--- src/rtl/axis_fifo_pkg.sv ---
// axis_fifo_pkg: shared constants, pointer sizing helper and pointer type for the frame FIFO.
package axis_fifo_pkg;
  localparam int BAD_FRAME_BIT = 0;
  localparam int DEFAULT_DEPTH = 64;
  function automatic int addr_width(input int depth);
    return $clog2(depth);
  endfunction
  typedef logic [addr_width(DEFAULT_DEPTH):0] ptr_t;
endpackage

--- src/rtl/axis_fifo_ram.sv ---
// axis_fifo_ram: simple dual-port RAM, synchronous write, combinational read.
module axis_fifo_ram
  import axis_fifo_pkg::*;
#(
  parameter int DEPTH = DEFAULT_DEPTH,
  parameter int WIDTH = 9,
  parameter int AW = addr_width(DEPTH)
) (
  input  logic             clk,
  input  logic             we,
  input  logic [AW-1:0]    waddr,
  input  logic [WIDTH-1:0] wdata,
  input  logic [AW-1:0]    raddr,
  output logic [WIDTH-1:0] rdata
);
  logic [WIDTH-1:0] mem [DEPTH];
  always_ff @(posedge clk)
    if (we) mem[waddr] <= wdata;
  assign rdata = mem[raddr];
endmodule

--- src/rtl/axis_frame_fifo_out.sv ---
// axis_frame_fifo_out: store-and-forward AXI-stream frame FIFO dropping bad/overflowed frames.
// Optional status pulses enabled by AXIS_FRAME_FIFO_STATUS_EN.
module axis_frame_fifo_out
  import axis_fifo_pkg::*;
#(
  parameter int DEPTH = DEFAULT_DEPTH,
  parameter int DATA_WIDTH = 8,
  parameter int USER_WIDTH = 1,
  parameter bit DROP_BAD_FRAME = 1'b1
) (
  input  logic                  clk,
  input  logic                  rst,
  input  logic [DATA_WIDTH-1:0] input_tdata,
  input  logic                  input_tvalid,
  output logic                  input_tready,
  input  logic                  input_tlast,
  input  logic [USER_WIDTH-1:0] input_tuser,
  output logic [DATA_WIDTH-1:0] output_tdata,
  output logic                  output_tvalid,
  input  logic                  output_tready,
  output logic                  output_tlast
`ifdef AXIS_FRAME_FIFO_STATUS_EN
  ,
  output logic                  status_overflow,
  output logic                  status_bad_frame,
  output logic                  status_good_frame
`endif
);
  localparam int ADDR_WIDTH = addr_width(DEPTH);
  typedef logic [ADDR_WIDTH:0] wptr_t;
  localparam wptr_t FULL_CNT = wptr_t'(DEPTH);
  wptr_t wr_ptr_cur, wr_ptr, rd_ptr, wr_ptr_nxt;
  logic drop_frame, accept, full, empty, wr_en, rd_en, bad_flag, ovf_end, bad_end, good_end;
  logic [DATA_WIDTH:0] rd_word;
  assign input_tready = ~rst;
  always_comb begin
    wr_ptr_nxt = wr_ptr_cur + 1'b1;
    accept = input_tvalid & input_tready;
    full = wptr_t'(wr_ptr_cur - rd_ptr) == FULL_CNT;
    empty = rd_ptr == wr_ptr;
    wr_en = accept & ~drop_frame & ~full;
    bad_flag = DROP_BAD_FRAME & input_tuser[BAD_FRAME_BIT];
    ovf_end = accept & input_tlast & (drop_frame | full);
    bad_end = wr_en & input_tlast & bad_flag;
    good_end = wr_en & input_tlast & ~bad_flag;
    rd_en = ~empty & (~output_tvalid | output_tready);
  end
  axis_fifo_ram #(.DEPTH(DEPTH), .WIDTH(DATA_WIDTH + 1)) ram (
    .clk(clk),
    .we(wr_en),
    .waddr(wr_ptr_cur[ADDR_WIDTH-1:0]),
    .wdata({input_tlast, input_tdata}),
    .raddr(rd_ptr[ADDR_WIDTH-1:0]),
    .rdata(rd_word)
  );
  // Any overflow or bad tlast rewinds the speculative pointer; only good tlast commits.
  always_ff @(posedge clk) begin
    if (rst) begin
      wr_ptr_cur <= '0;
      wr_ptr <= '0;
      rd_ptr <= '0;
      drop_frame <= 1'b0;
      output_tvalid <= 1'b0;
      output_tlast <= 1'b0;
      output_tdata <= '0;
    end else begin
      if (accept) begin
        drop_frame <= ~input_tlast & (drop_frame | full);
        wr_ptr_cur <= (drop_frame | full | bad_end) ? wr_ptr : wr_ptr_nxt;
      end
      if (good_end) wr_ptr <= wr_ptr_nxt;
      if (rd_en) begin
        rd_ptr <= rd_ptr + 1'b1;
        output_tvalid <= 1'b1;
        {output_tlast, output_tdata} <= rd_word;
      end else if (output_tready) begin
        output_tvalid <= 1'b0;
      end
    end
  end
`ifdef AXIS_FRAME_FIFO_STATUS_EN
  always_ff @(posedge clk) begin
    if (rst) begin
      status_overflow <= 1'b0;
      status_bad_frame <= 1'b0;
      status_good_frame <= 1'b0;
    end else begin
      status_overflow <= ovf_end;
      status_bad_frame <= bad_end;
      status_good_frame <= good_end;
    end
  end
`endif
endmodule

--- config.mk ---
export PLATFORM = sky130hd
export DESIGN_NAME = axis_frame_fifo_out
export DESIGN_NICKNAME = d
export VERILOG_FILES = /design/src/rtl/axis_fifo_pkg.sv /design/src/rtl/axis_fifo_ram.sv /design/src/rtl/axis_frame_fifo_out.sv
export SDC_FILE = /design/constraint.sdc
export NUM_CORES = 1
export LEC_CHECK = 0
export CAP_MARGIN = 30
export CORE_MARGIN = 10
export CORE_UTILIZATION = 35
export CTS_BUF_LIST = sky130_fd_sc_hd__clkbuf_16
export DETAILED_ROUTE_END_ITERATION = 8
export MAX_ROUTING_LAYER = met4
export PLACE_DENSITY_LB_ADDON = 0.25
export SLEW_MARGIN = 20
export SYNTH_ARGS = -nofsm -noshare
export SYNTH_HDL_FRONTEND = slang
export SYNTH_SLANG_ARGS = --single-unit
--- constraint.sdc ---
create_clock -name clk -period 3.4 [get_ports clk]
set_input_delay 0.68 -clock clk [delete_from_list [all_inputs] [get_ports clk]]
set_output_delay 0.68 -clock clk [all_outputs]
set_load 0.1 [all_outputs]
==> results.txt <==
GRT Util Overall -> 0.163
Most used DFF post-synth -> edfxtp_1
Slew Limit Fails -> 0
Post-CTS setup buffers -> 0
WL/cell -> 26.1 um
First-pass GRT wire length -> 94.7 mm
# DRC -> 0
Port Buffers -> 24
Worst-Margin Slew -> 864 ps
Post-synth EDFFs -> 576
Vias in the first global route -> 13332
Hold Path Class -> input port to register
Core area -> 0.0689 mm2
Worst Slack Setup Final -> 403 ps
Hold_ws -> 331 ps
CP Max Fanout -> 26
Die width -> 284 um
FFs w/ async S/R, synth -> 0
Peak supply drop -> 547 uV
Final clock skew -> 19.0 ps
TNS Setup -> 0 ps
PwrDens -> 668 mW/mm2
Cell Area, Placed -> 0.0264 mm2
CP arrival -> 3470 ps
Syn nets -> 1365
RSZ-0062 raised after global routing -> false
Post-synthesis average cell area -> 18.2 um2
Fin crit share -> 0.882
Post-route cell area -> 0.0287 mm2
TritonCTS clock tree -> built
# diodes -> 0
Largest net degree at the start of global routing -> 65
Clock buffer depth -> 3
MaxCap Viol Count -> 0
Placer Congestion -> 0.864
Hpwl dp -> 41.5 mm
Layout cells sized above 1 -> 0.246
Hold-fix buffers, CTS -> 0
IO Pins -> 25
Clock Root Buffer -> clkbuf_16
Reg clk slew, reported paths -> 60 ps
Synth Cell Area -> 0.0244 mm2
Crit end category -> register
Clk_lat worst skew -> 600 ps
Yosys cell types -> 63
DR pass1 iterations -> 5
Critical path class -> register to register
Finished Core Util -> 0.416
Outcome -> finished, final reports clean
Register area -> 0.0179 mm2
Post-Synthesis Cells -> 1343
Pre-CTS setup slack -> 295 ps
Grt total ovfl -> 0
Initial DRC count -> 1371
Minimum clock period after layout -> 3000 ps
Leak pwr -> 9.14 nW
Routed WL -> 64.7 mm
FMAX -> 334 MHz
Final hold viol count -> 0
Starting Density -> 0.355
Die H -> 284 um
Fillers -> 6098
Max_slew headroom -> 0.424
Yosys warning total -> 0
Vias per std cell -> 5.35
Seq cells post-synth -> 608
Final ANT Viol Nets -> 0
Num rows -> 96
Worst Path Required -> 3870 ps
Vias -> 13286
Area of the multi-input gates -> 0.00591 mm2
Net count, final -> 1521
Final setup fails -> 0
Synthesis-to-finish area growth -> 17.4%
Clk sinks -> 608
Die ar. -> 0.0808 mm2
Cts repair resizes -> 0
Post-synthesis sequential area ratio -> 0.734
Number of buffers created by CTS -> 66
CTS H-tree lvls -> 3
Initial antenna violation count -> 3
Setup crit start kind -> register
area by class of cell:
class,count,area share
flip-flops and latches,608,0.625
multi-input cells,645,0.206
clock buffers,67,0.0584
repair buffers,165,0.0460
well taps,931,0.0406
clock inverters,53,0.0217
inverters,13,0.00170
through the flow:
step,total power (W),cells
finish,0.0192,2482
global route,0.0199,2482
CTS,0.0194,2482
detailed placement,0.0118,2362
global placement,0.0118,2362
floorplan,0.0107,1343
critical path, stage by stage, from the launching register on:
cell,delay [ps]
dfxtp_4,640
buf_4,490
mux4_2,550
nor3_1,140
a31oi_1,90
o311ai_0,180
o21ai_0,170
o21ai_0,440
o21ai_0,130
cells in the mapped netlist, types with 6 or more instances:
cell       number  share of area
mux4_2         96          0.088
xor2_1          6         0.0021
o211ai_1       14         0.0043
clkbuf_1       10         0.0015
nand4_1         7         0.0018
a21oi_1        29         0.0059
a22oi_1        28         0.0086
a31oi_1        10         0.0026
xnor2_1        12         0.0043
nor2_1         99          0.015
inv_1           9         0.0014
nand3b_1        6         0.0018
nor2b_1        10         0.0026
o21ai_0        21         0.0043
o2111ai_1       6         0.0021
ha_1            8         0.0041
nand3_1        46         0.0094
a211oi_1       11         0.0034
nand2b_1        7         0.0018
dfxtp_1        32          0.026
or3_1           6         0.0015
o22ai_1         9         0.0023
mux2i_1       113          0.046
edfxtp_1      576           0.71
buf_6          15         0.0069
nand2_1        48         0.0074
buf_2          19         0.0039
buf_4          28         0.0086
where the power goes:
group          total, W  switching (W)  internal, W
Combinational   0.00324        0.00201      0.00123
Sequential      0.00839       0.000101      0.00829
Clock           0.00755        0.00294      0.00460
Total            0.0192        0.00506       0.0141
registers in the layout, indices dropped and copies added (netlist names):
name,cells
ram.mem,576
output_tdata,8
rd_ptr,7
wr_ptr,7
wr_ptr_cur,7
drop_frame,1
output_tlast,1
output_tvalid,1
path summary, 6_finish.rpt:
path | from | to | slack [ps] | cells after the start
hold reg to reg | output_tdata[7]$_SDFFE_PP0P_ | output_tdata[7]$_SDFFE_PP0P_ | 470 | 2
hold / removal | input_tdata[5] | ram.mem[28][5]$_DFFE_PP_ | 330 | 1
setup reg to reg | rd_ptr[0]$_SDFFE_PP0P_ | output_tdata[6]$_SDFFE_PP0P_ | 400 | 8
setup / recovery | rd_ptr[0]$_SDFFE_PP0P_ | output_tdata[6]$_SDFFE_PP0P_ | 400 | 8
layer usage:
metal,global-route usage,up-vias,routed length (um),part of all wire
met5,-,-,0,0
met4,0.0575,0,1840,0.028
met3,0.0283,96,3890,0.060
met2,0.246,418,30100,0.46
met1,0.220,7038,28900,0.45
li1,-,5734,-,-
cell families after synthesis:
| logic type | synth area share |
|---|---|
| compound gates | 0.0444 |
| flops | 0.734 |
| fa+ha+maj | 0.00409 |
| buf+inv | 0.0243 |
| mux | 0.140 |
| xor+xnor | 0.00758 |
| simple gates | 0.0456 |
placed cells by master, fill, tap and decap left out, types with 5 or more instances in the layout:
master | netlist | final
buf_2 | 19 | 6
buf_4 | 28 | 148
xnor2_1 | 12 | 12
o211ai_1 | 14 | 14
o21ai_0 | 21 | 21
ha_1 | 8 | 8
nand2b_1 | 7 | 7
nand3_1 | 46 | 46
a31oi_1 | 10 | 10
clkinv_1 | 2 | 16
dfxtp_1 | 32 | 29
buf_12 | 0 | 7
o2111ai_1 | 6 | 6
xor2_1 | 6 | 6
inv_1 | 9 | 14
clkbuf_16 | 0 | 67
or3_1 | 6 | 6
nor2_1 | 99 | 99
bufinv_16 | 0 | 13
a21oi_1 | 29 | 29
nand4_1 | 7 | 7
nand2_1 | 48 | 48
mux4_2 | 96 | 96
o22ai_1 | 9 | 9
edfxtp_1 | 576 | 576
mux2_2 | 5 | 5
mux2i_1 | 113 | 113
a22oi_1 | 28 | 28
nand3b_1 | 6 | 6
a211oi_1 | 11 | 11
nor3_1 | 5 | 5
clkinv_2 | 0 | 10
nor2b_1 | 10 | 10
Note: power is estimated with default switching activity, not from simulation.
